===== config.mk =====
export PLATFORM = sky130hd
export DESIGN_NAME = multicycle_control
export DESIGN_NICKNAME = d
export VERILOG_FILES = /design/src/rtl/multicycle_control.sv
export SDC_FILE = /design/constraint.sdc
export NUM_CORES = 1
export LEC_CHECK = 0
export BUFFER_PORTS_ARGS = -buffer_cell sky130_fd_sc_hd__buf_2
export CAP_MARGIN = 5
export CELL_PAD_IN_SITES_DETAIL_PLACEMENT = 0
export CELL_PAD_IN_SITES_GLOBAL_PLACEMENT = 1
export CORE_ASPECT_RATIO = 1.5
export CORE_MARGIN = 2
export CORE_UTILIZATION = 26
export DETAILED_ROUTE_END_ITERATION = 8
export PLACE_DENSITY = 0.57
export SETUP_SLACK_MARGIN = 0.4
export SYNTH_ARGS = -nofsm -noshare
export SYNTH_HDL_FRONTEND = slang
export SYNTH_SLANG_ARGS = --single-unit

===== constraint.sdc =====
create_clock -name clk -period 4.32 [get_ports clk]
set_input_delay 0.432 -clock clk [delete_from_list [all_inputs] [get_ports clk]]
set_output_delay 0.432 -clock clk [all_outputs]
set_load 0.005 [all_outputs]

===== src/rtl/multicycle_control.sv =====
// multicycle_control
//   Control FSM for a multicycle datapath. The FSM walks an instruction through
//   fetch, decode and execute, and drives the datapath strobes and selects.
//   Memory wait states are bounded by a timeout. Unknown opcodes trap, and the
//   FSM then holds in TRAP until reset.
//
// Ports
//   clk, reset      : rising-edge clock; asynchronous active-high reset
//   opcode[5:0]     : instruction[31:26]; sampled only in DECODE
//   mem_ready       : memory handshake; an access completes in any cycle where
//                     mem_ready is high. While it is low the FSM holds the
//                     request steady and counts wait cycles.
//   PCWrite .. PCSource : datapath control strobes and selects
//   state[3:0]      : current state code (debug / checker visibility)
//   retire          : high in the last cycle of an instruction
//   trap, trap_cause: trap flag; cause 01 = illegal opcode, 10 = memory timeout
module multicycle_control #(
  parameter int unsigned MEM_TIMEOUT = 15
) (
  input  logic       clk,
  input  logic       reset,
  input  logic [5:0] opcode,
  input  logic       mem_ready,
  output logic       PCWrite,
  output logic       PCWriteCond,
  output logic       IorD,
  output logic       IRWrite,
  output logic       MemRead,
  output logic       MemWrite,
  output logic       MemToReg,
  output logic       RegDst,
  output logic       RegWrite,
  output logic       ALUSrcA,
  output logic [1:0] ALUSrcB,
  output logic [2:0] ALUOp,
  output logic [1:0] PCSource,
  output logic [3:0] state,
  output logic       retire,
  output logic       trap,
  output logic [1:0] trap_cause
);

  typedef enum logic [3:0] {
    S_IDLE      = 4'd0,
    S_FETCH     = 4'd1,
    S_DECODE    = 4'd2,
    S_MEM_ADDR  = 4'd3,
    S_MEM_READ  = 4'd4,
    S_MEM_WB    = 4'd5,
    S_MEM_WRITE = 4'd6,
    S_EXEC_R    = 4'd7,
    S_R_WB      = 4'd8,
    S_EXEC_I    = 4'd9,
    S_I_WB      = 4'd10,
    S_BRANCH    = 4'd11,
    S_JUMP      = 4'd12,
    S_TRAP      = 4'd13
  } state_t;

  localparam logic [5:0] OP_RTYPE = 6'b000000;
  localparam logic [5:0] OP_R2    = 6'b010111;
  localparam logic [5:0] OP_ADDI  = 6'b010000;
  localparam logic [5:0] OP_ANDI  = 6'b010001;
  localparam logic [5:0] OP_XORI  = 6'b010010;
  localparam logic [5:0] OP_SLTI  = 6'b011000;
  localparam logic [5:0] OP_BEQ   = 6'b010011;
  localparam logic [5:0] OP_J     = 6'b011001;
  localparam logic [5:0] OP_LW    = 6'b010101;
  localparam logic [5:0] OP_SW    = 6'b010110;

  localparam logic [7:0] TIMEOUT_LIM = 8'(MEM_TIMEOUT);

  localparam logic [1:0] CAUSE_ILLEGAL = 2'b01;
  localparam logic [1:0] CAUSE_TIMEOUT = 2'b10;

  state_t     state_q, state_d;
  logic [5:0] op_q;
  logic [7:0] wait_cnt_q, wait_cnt_d;
  logic [1:0] cause_q, cause_d;
  logic       in_wait;
  logic       timeout;

  assign in_wait = (state_q == S_FETCH) || (state_q == S_MEM_READ) ||
                   (state_q == S_MEM_WRITE);
  // Trap only once the limit is reached AND memory is still stalling; a
  // completion in the limit cycle takes the normal path.
  assign timeout = in_wait && !mem_ready && (wait_cnt_q >= TIMEOUT_LIM);

  // State register, wait counter, captured opcode and trap cause.
  always_ff @(posedge clk or posedge reset) begin
    if (reset) begin
      state_q    <= S_IDLE;
      op_q       <= '0;
      wait_cnt_q <= '0;
      cause_q    <= '0;
    end else begin
      state_q    <= state_d;
      wait_cnt_q <= wait_cnt_d;
      cause_q    <= cause_d;
      if (state_q == S_DECODE) op_q <= opcode;
    end
  end

  // Next-state logic.
  always_comb begin
    state_d = state_q;
    cause_d = cause_q;
    unique case (state_q)
      S_IDLE:   state_d = S_FETCH;
      S_FETCH: begin
        if (mem_ready) state_d = S_DECODE;
        else if (timeout) begin
          state_d = S_TRAP;
          cause_d = CAUSE_TIMEOUT;
        end
      end
      S_DECODE: begin
        // The live opcode steers this one transition; it is captured into
        // op_q in the same cycle for use by every later state.
        case (opcode)
          OP_RTYPE, OP_R2:                   state_d = S_EXEC_R;
          OP_ADDI, OP_ANDI, OP_XORI, OP_SLTI: state_d = S_EXEC_I;
          OP_BEQ:                            state_d = S_BRANCH;
          OP_J:                              state_d = S_JUMP;
          OP_LW, OP_SW:                      state_d = S_MEM_ADDR;
          default: begin
            state_d = S_TRAP;
            cause_d = CAUSE_ILLEGAL;
          end
        endcase
      end
      S_MEM_ADDR: state_d = (op_q == OP_LW) ? S_MEM_READ : S_MEM_WRITE;
      S_MEM_READ: begin
        if (mem_ready) state_d = S_MEM_WB;
        else if (timeout) begin
          state_d = S_TRAP;
          cause_d = CAUSE_TIMEOUT;
        end
      end
      S_MEM_WRITE: begin
        if (mem_ready) state_d = S_FETCH;
        else if (timeout) begin
          state_d = S_TRAP;
          cause_d = CAUSE_TIMEOUT;
        end
      end
      S_EXEC_R: state_d = S_R_WB;
      S_EXEC_I: state_d = S_I_WB;
      S_MEM_WB, S_R_WB, S_I_WB, S_BRANCH, S_JUMP: state_d = S_FETCH;
      S_TRAP:   state_d = S_TRAP;
      default:  state_d = S_IDLE;
    endcase
  end

  // Wait counter: any state change clears it (covers entry into each wait
  // state); it counts only stalled cycles inside a wait state.
  always_comb begin
    wait_cnt_d = wait_cnt_q;
    if (state_d != state_q)       wait_cnt_d = '0;
    else if (in_wait && !mem_ready) wait_cnt_d = wait_cnt_q + 8'd1;
  end

  // Output logic.
  always_comb begin
    PCWrite     = 1'b0;
    PCWriteCond = 1'b0;
    IorD        = 1'b0;
    IRWrite     = 1'b0;
    MemRead     = 1'b0;
    MemWrite    = 1'b0;
    MemToReg    = 1'b0;
    RegDst      = 1'b0;
    RegWrite    = 1'b0;
    ALUSrcA     = 1'b0;
    ALUSrcB     = 2'b00;
    ALUOp       = 3'b000;
    PCSource    = 2'b00;
    retire      = 1'b0;
    trap        = 1'b0;
    trap_cause  = 2'b00;
    unique case (state_q)
      S_FETCH: begin
        MemRead = 1'b1;
        ALUSrcB = 2'b01;
        PCWrite = mem_ready;
        IRWrite = mem_ready;
      end
      S_DECODE: ALUSrcB = 2'b11;
      S_MEM_ADDR: begin
        ALUSrcA = 1'b1;
        ALUSrcB = 2'b10;
      end
      S_MEM_READ: begin
        MemRead = 1'b1;
        IorD    = 1'b1;
      end
      S_MEM_WB: begin
        RegWrite = 1'b1;
        MemToReg = 1'b1;
        retire   = 1'b1;
      end
      S_MEM_WRITE: begin
        MemWrite = 1'b1;
        IorD     = 1'b1;
        retire   = mem_ready;
      end
      S_EXEC_R: begin
        ALUSrcA = 1'b1;
        ALUOp   = 3'b010;
      end
      S_R_WB: begin
        RegWrite = 1'b1;
        RegDst   = 1'b1;
        retire   = 1'b1;
      end
      S_EXEC_I: begin
        ALUSrcA = 1'b1;
        ALUSrcB = 2'b10;
        case (op_q)
          OP_ADDI: ALUOp = 3'b011;
          OP_ANDI: ALUOp = 3'b100;
          OP_XORI: ALUOp = 3'b101;
          OP_SLTI: ALUOp = 3'b110;
          default: ALUOp = 3'b000;
        endcase
      end
      S_I_WB: begin
        RegWrite = 1'b1;
        retire   = 1'b1;
      end
      S_BRANCH: begin
        ALUSrcA     = 1'b1;
        ALUOp       = 3'b001;
        PCWriteCond = 1'b1;
        PCSource    = 2'b01;
        retire      = 1'b1;
      end
      S_JUMP: begin
        PCWrite  = 1'b1;
        PCSource = 2'b10;
        retire   = 1'b1;
      end
      S_TRAP: begin
        trap       = 1'b1;
        trap_cause = cause_q;
      end
      default: ;
    endcase
  end

  assign state = state_q;

endmodule


==> key figures, run 1 <==
Run status
  – Outcome: completed

Floorplan
  – IO Pins: 34
  – Die height: ~100 um
  – Die Footprint: ~6600 um^2
  – Die X: 67.0 um
  – Cell Rows: 34
  – Core area: just under 6000 um^2
  – Initial Util: between 20 and 30%

Logic synthesis
  – Post-synthesis register bit count: 20
  – Async SR Flop Fraction: between 90% and 100%
  – Main combinational cell family by area after synthesis: simple AND/OR/NAND/NOR gates
  – Sequential share of the synthesized area: 32.3%
  – Post-synthesis adder-cell area fraction: roughly 1.5%
  – Netlist Area Pre-Place: approximately 1600 um^2
  – Multiplexer share of the synthesized area: about 4.3%
  – Synth Instances: 172
  – Yosys cell types: 53
  – Synth Area in Compound Gates: around a fifth
  – Net count after synthesis: between 150 and 200
  – Mapped Avg Cell Area: between 9 and 10 um^2
  – Post-synth EDFFs: 0
  – Post-Synth Simple-Gate Area: ~32%
  – Leading register cell type out of synthesis: dfrtp_1
  – Synth warn: 0
  – Post-Synth XOR/XNOR Area: 5.65%

Placement
  – I/O Buffers: 33
  – Post-DP HPWL: 3300 um
  – Placed Cells: around 270
  – Gpl congestion: around 0.75
  – Pre-CTS WS: approximately 1900 ps

STA
  – Worst clock skew: ~7.4 ps
  – Least-Margin Pin Slew: between 800 and 900 ps
  – Final setup viols: 0
  – Crit share post-route: 61.9%
  – Final hold viol count: 0
  – Final WS setup: around 1600 ps
  – RSZ-0062 raised after global routing: no
  – Post-route setup TNS: 0 ps
  – Max-slew violation count: 0
  – Normalized max-slew margin: a little over two fifths
  – Minimum clock period: about 2700 ps
  – Fmax: roughly 0.37 GHz

Drt
  – Total number of vias: 1,368
  – Remaining DRCs: 0
  – 1st-iter DRT viols: 85
  – Detailed Routing Iterations Pass 1: 4
  – Final wirelength: roughly 4300 um
  – Final ANT Viol Nets: 0
  – Routed wire per std cell: roughly 16 um
  – Vias/cell: between 5 and 6

GRT
  – Vias in the first global route: about 1.4k
  – Total global routing overflow: 0
  – Initial antenna violation count: 0
  – GRT Util Overall: 14.2%
  – First-pass GRT wire length: just over 7000 um
  – Largest net degree at the start of global routing: 26

Layout
  – Nets@finish: 210
  – Area Growth Syn to Fin: 17.8%
  – Post-Layout Cell Count: between 200 and 300
  – Commonest non-fill, non-tap cell in the layout: buf_2
  – Commonest cells after routing, fill and taps aside: buf_2, dfrtp_1, nor2_1, nand2_1, a21oi_1
  – N_diodes: 0
  – Layout cells sized above 1: slightly above 30%

Clock tree
  – Post-cts sizing count: 0
  – CTS tree: built
  – Worst-Skew Late Latency: 260 ps
  – CTS Hold Bufs: 0
  – H-tree depth: 1
  – Clk sinks: 20
  – Post-CTS setup buffers: 0
  – Worst-path clk slew: approximately 80 ps
  – Clk buf depth: 2
  – CTS buffer count: 3
  – Root buf cell: clkbuf_8

Critical path
  – Slowest CP cell: dfrtp_1
  – CP arrival: approximately 2200 ps
  – Startpoint Class: flop
  – Slowest stage delay, CP: 800 ps
  – Setup Crit Path Kind: flop to primary output
  – Largest fanout on the critical path: 25
  – CP endpoint kind: primary output
  – Crit path cell chain: nand2b_1 > nor2_1 > nand4b_1 > o31ai_1 > and2_1 > buf_2
  – Worst Path Required: between 3000 and 4000 ps

Pwr
  – Leak: roughly 0.00081 uW
  – Power Density: ~600 nW/um^2
  – IR drop worst, VDD: between 0.15 and 0.2 mV

Hold path
  – Worst min-delay path class: primary input to async pin

Job
  – Maxcap violations: 0
[critical path, delay by kind of cell (launching register included)]
kind | cells | cell delay [ps]
and+or+nand+nor | 4 | 840
DFF | 1 | 800
AOI/OAI and AO/OA | 1 | 220
buffers and inverters | 1 | 110
[layer usage]
| metal | global-route usage [%] | vias to the layer above | wire, um |
|---|---|---|---|
| met3 | 1.60 | 7 | 138 |
| met1 | 16.0 | 652 | 1720 |
| li1 | - | 679 | - |
| met4 | 6.12 | 0 | 78 |
| met5 | 0 | - | 0 |
| met2 | 25.8 | 30 | 2360 |
[power breakdown]
group | internal (uW) | switching [uW] | leakage, uW | total [uW]
logic | 236 | 300 | 0.000518 | 536
registers | 238 | 124 | 0.000257 | 362
clock network | 124 | 66.7 | 0.0000357 | 190
[final timing paths]
| kind | from | endpoint | slack (ps) | cells after the start |
|---|---|---|---|---|
| worst max-delay path | state[0] | ALUOp[0] | 1640 | 6 |
| worst min-delay path | reset | wait_cnt_q[0] | 320 | 2 |
| worst max register to register | state[1] | wait_cnt_q[2] | 1950 | 6 |
| worst min register to register | cause_q[1] | cause_q[1] | 500 | 1 |
| max in group asynchronous | reset | wait_cnt_q[1] | 3480 | 2 |
| min in group clk | opcode[3] | op_q[3] | 480 | 3 |
[cell families after synthesis]
| family | count (synthesis) |
|---|---|
| AOI/OAI and AO/OA | 40 |
| adders and majority gates | 2 |
| and+or+nand+nor | 79 |
| DFF | 20 |
| buffers and inverters | 15 |
| xor gates and xnor gates | 10 |
| muxes | 6 |
[Yosys cell counts, types with 2 or more instances]
| cell type | n | area (um^2) |
|---|---|---|
| dfrtp_1 | 20 | 500 |
| nor2_1 | 14 | 52.6 |
| nand2_1 | 13 | 48.8 |
| a21oi_1 | 12 | 60.1 |
| nor3_2 | 8 | 80.1 |
| xor2_1 | 8 | 70.1 |
| nor3_1 | 6 | 30.0 |
| o21ai_0 | 6 | 30.0 |
| inv_1 | 5 | 18.8 |
| mux2_2 | 5 | 56.3 |
| nand2b_1 | 5 | 31.3 |
| nand3_1 | 5 | 25.0 |
| buf_2 | 4 | 20.0 |
| clkbuf_1 | 4 | 15.0 |
| a211oi_1 | 3 | 22.5 |
| a31oi_1 | 3 | 18.8 |
| and3_1 | 3 | 18.8 |
| nand4_1 | 3 | 18.8 |
| nor2b_1 | 3 | 18.8 |
| a21o_1 | 2 | 15.0 |
| and2_1 | 2 | 12.5 |
| buf_4 | 2 | 15.0 |
| o22ai_1 | 2 | 12.5 |
| or2_2 | 2 | 12.5 |
| or3_1 | 2 | 12.5 |
| or3b_1 | 2 | 17.5 |
| xnor2_1 | 2 | 17.5 |
[flip-flops by register name (all words and copies together) (netlist names)]
register and count:
wait_cnt_q 8, op_q 6, state 4, cause_q 2
[through the flow]
stage | cell area, um^2 | hold slack (ps) | utilization [%] | power [uW]
floorplan | 1550 | 396 | - | 736
global placement | 1760 | 509 | 30.3 | 914
detailed placement | 1760 | 479 | 30.3 | 911
CTS | 1830 | 355 | 31.6 | 1100
global route | 1830 | 419 | 31.6 | 1180
finish | 1830 | 325 | 31.6 | 1090
[layout make-up]
| type | count | area, um^2 |
|---|---|---|
| well taps | 72 | 90.1 |
| fillers | 646 | 3960 |
| inverters | 5 | 18.8 |
| repair buffers | 33 | 165 |
| multi-input cells | 137 | 981 |
| flip-flops and latches | 20 | 500 |
| clock inverters | 1 | 30.0 |
| clock buffers | 3 | 41.3 |
No activity file was read; power rests on OpenSTA's default activity.
==> run 2, diff against run 1 <==
==> constraint.sdc (replaced) <==
create_clock -name clk -period 2.69 [get_ports clk]
set_input_delay 0.269 -clock clk [delete_from_list [all_inputs] [get_ports clk]]
set_output_delay 0.269 -clock clk [all_outputs]
set_load 0.005 [all_outputs]
==> run 2 against run 1 <==
Utilization increased by 0.41 points. Via count is 0.15% higher. Final cell count rose by 1.8%. Routed wire length fell by 2.8%. Die area did not move. Non-clock buffer count up 5. Sequential power increased by 53%. Critical path depth unchanged. Largest cell class unchanged. Setup slack lost 1100 ps. Combinational power grew 74%.
==> key figures, run 2 (same netlist as run 1, synthesis figures left out) <==
Clock tree
  – Clk sinks: 20 (unchanged)
  – H-tree depth: 1 (unchanged)
  – Worst-Skew Late Latency: 260 ps (about the same)
  – CTS buffer count: 3 (unchanged)
  – CTS tree: built
  – Post-CTS setup buffers: 0 (unchanged)
  – Root buf cell: clkbuf_8
  – Clk buf depth: 2 (unchanged)
  – CTS Hold Bufs: 0 (unchanged)
  – Worst-path clk slew: 80 ps (about the same)

STA
  – Post-route setup TNS: 0 ps (unchanged)
  – Minimum clock period: 2140 ps
  – Final setup viols: 0 (unchanged)
  – Final hold viol count: 0 (unchanged)
  – Fmax: between 0.4 and 0.5 GHz
  – Least-Margin Pin Slew: 818 ps (-21.1 ps)
  – RSZ-0062 raised after global routing: no
  – Normalized max-slew margin: 45.4% (+1.4 points)
  – Crit share post-route: between 70% and 80%
  – Worst clock skew: 5.43 ps (-1.99 ps)
  – Final WS setup: 548 ps (-1100 ps)
  – Max-slew violation count: 0 (unchanged)

Critical path
  – Slowest CP cell: dfrtp_1
  – Crit path cell chain: nor2_1 > nand4_1 > a21bo_1 > a221oi_2 > nand2_4 > nor3_2
  – FF-to-FF End: wait_cnt_q[1]
  – CP arrival: 2320 ps (+80 ps)
  – R2r setup slk: 550 ps (-1400 ps)
  – Crit path max-delay family: simple AND/OR/NAND/NOR gates
  – Crit path buf inv count: 0 (-1)
  – Reg2Reg Depth: 6 (unchanged)
  – CP endpoint kind: flop
  – Origin of the critical flop-to-flop path: state[2]
  – Largest fanout on the critical path: 14 (-44%)
  – Slowest stage delay, CP: 570 ps (-230 ps)
  – Worst Path Required: 2870 ps (-1020 ps)
  – Setup Crit Path Kind: flop to flop
  – Startpoint Class: flop

Placement
  – Gpl congestion: 0.747 (about the same)
  – Pre-CTS WS: 363 ps (-1550 ps)
  – Cell Area, Placed: 1790 um^2 (+2.1%)
  – Post-DP HPWL: 3230 um (-2.1%)
  – I/O Buffers: 33 (unchanged)

Floorplan
  – Cell Rows: 34 (unchanged)
  – Die Footprint: 6610 um^2 (unchanged)
  – Core area: 5790 um^2 (unchanged)
  – Initial Util: 26.8% (unchanged)
  – Die X: 67.0 um (unchanged)
  – Die height: 98.6 um (unchanged)
  – IO Pins: 34 (unchanged)

GRT
  – Initial antenna violation count: 0 (unchanged)
  – First-pass GRT wire length: 6910 um (-3.1%)
  – GRT Util Overall: 13.5% (-0.64 points)
  – Largest net degree at the start of global routing: 22 (-15%)
  – Vias in the first global route: 1,405 (+0.50%)
  – Total global routing overflow: 0 (unchanged)

Drt
  – WL met2: 2300 um (-2.6%)
  – Total number of vias: 1,370 (+0.15%)
  – 1st-iter DRT viols: 76 (-11%)
  – DRT met1 WL: 1740 um (+0.64%)
  – Remaining DRCs: 0 (unchanged)
  – Detailed Routing Iterations Pass 1: 4 (unchanged)
  – Final wirelength: 4180 um (-2.8%)
  – Top Metal Used: met4
  – Routed wire per std cell: 15.1 um (-4.6%)
  – Wire length on met3: 113 um (-18%)
  – Final ANT Viol Nets: 0 (unchanged)
  – Vias/cell: 4.96 (-1.7%)

Layout
  – N_diodes: 0 (unchanged)
  – Nets@finish: 215 (+2.4%)
  – # fillers: 658 (+1.9%)
  – Largest register FFs: 8 (unchanged)
  – Area Growth Syn to Fin: 19.4%
  – Commonest non-fill, non-tap cell in the layout: buf_2
  – Layout cells sized above 1: 33.8% (+2.7 points)
  – Top reg by flops: wait_cnt_q
  – Cell area after layout: 1850 um^2 (+1.3%)
  – Commonest cells after routing, fill and taps aside: buf_2, dfrtp_1, nor2_1, nand2_1, a21oi_1

Pwr
  – Power Density: 928 nW/um^2 (+56%)
  – Leak: 0.000827 uW (+2.0%)
  – IR drop worst, VDD: 0.204 mV (+19%)

Job
  – Maxcap violations: 0 (unchanged)

Run status
  – Outcome: completed

Hold path
  – Worst min-delay path class: primary input to async pin
## run 2: final cells by class
class / count / area [um^2] / share of cell area [%]
clock buffers: 4 / 55.1 / 2.97
repair buffers: 38 / 203 / 11.0
well taps: 72 / 90.1 / 4.87
flip-flops and latches: 20 / 503 / 27.2
inverters: 5 / 18.8 / 1.01
multi-input cells: 137 / 981 / 53.0
## run 2: timing repair
item	in CTS	in global routing
pin swaps	0	0
resized for setup	1	1
endpoints found under the setup margin	9	3
## run 2: worst register-to-register path, cell delays in order, from the launching register on
cell	delay, ps
dfrtp_1	570
nor2_1	370
nand4_1	190
a21bo_1	240
a221oi_2	320
nand2_4	170
nor3_2	190
## run 2: where the power goes
part           total (uW)  switching (uW)  leakage (uW)  internal [uW]
registers             553             167      0.000255            386
clock network         233             103     0.0000288            130
logic                 930             515      0.000544            415
total                1720             785      0.000827            932
## run 2: how the worst max path moves through the flow
stage                   from            end  slack, ps  cells after the start
6_report            state[2]  wait_cnt_q[1]        550                      6
5_1_grt             state[2]  wait_cnt_q[7]        400                      6
4_1_cts             state[2]  wait_cnt_q[3]        470                      6
3_5_place_dp        state[3]  wait_cnt_q[0]        360                      6
3_3_place_gp        state[3]  wait_cnt_q[5]        390                      6
2_1_floorplan  wait_cnt_q[7]  wait_cnt_q[1]        940                      6
## run 2: layer usage
layer	track usage (%)	vias to the layer above
met5	0	-
met4	4.08	0
met3	1.94	2
met2	24.4	18
met1	16.0	661
li1	-	689
## run 2: stage by stage
stage          utilization, %  std cells  hold WS (ps)  total power, uW
4_1_cts                  32.0        276           192             1750
6_report                 32.0        276           155             1720
3_3_place_gp             31.0        272           465             1510
5_1_grt                  32.0        276           251             1850
2_1_floorplan               -        172           233             1180
3_5_place_dp             31.0        272           475             1510
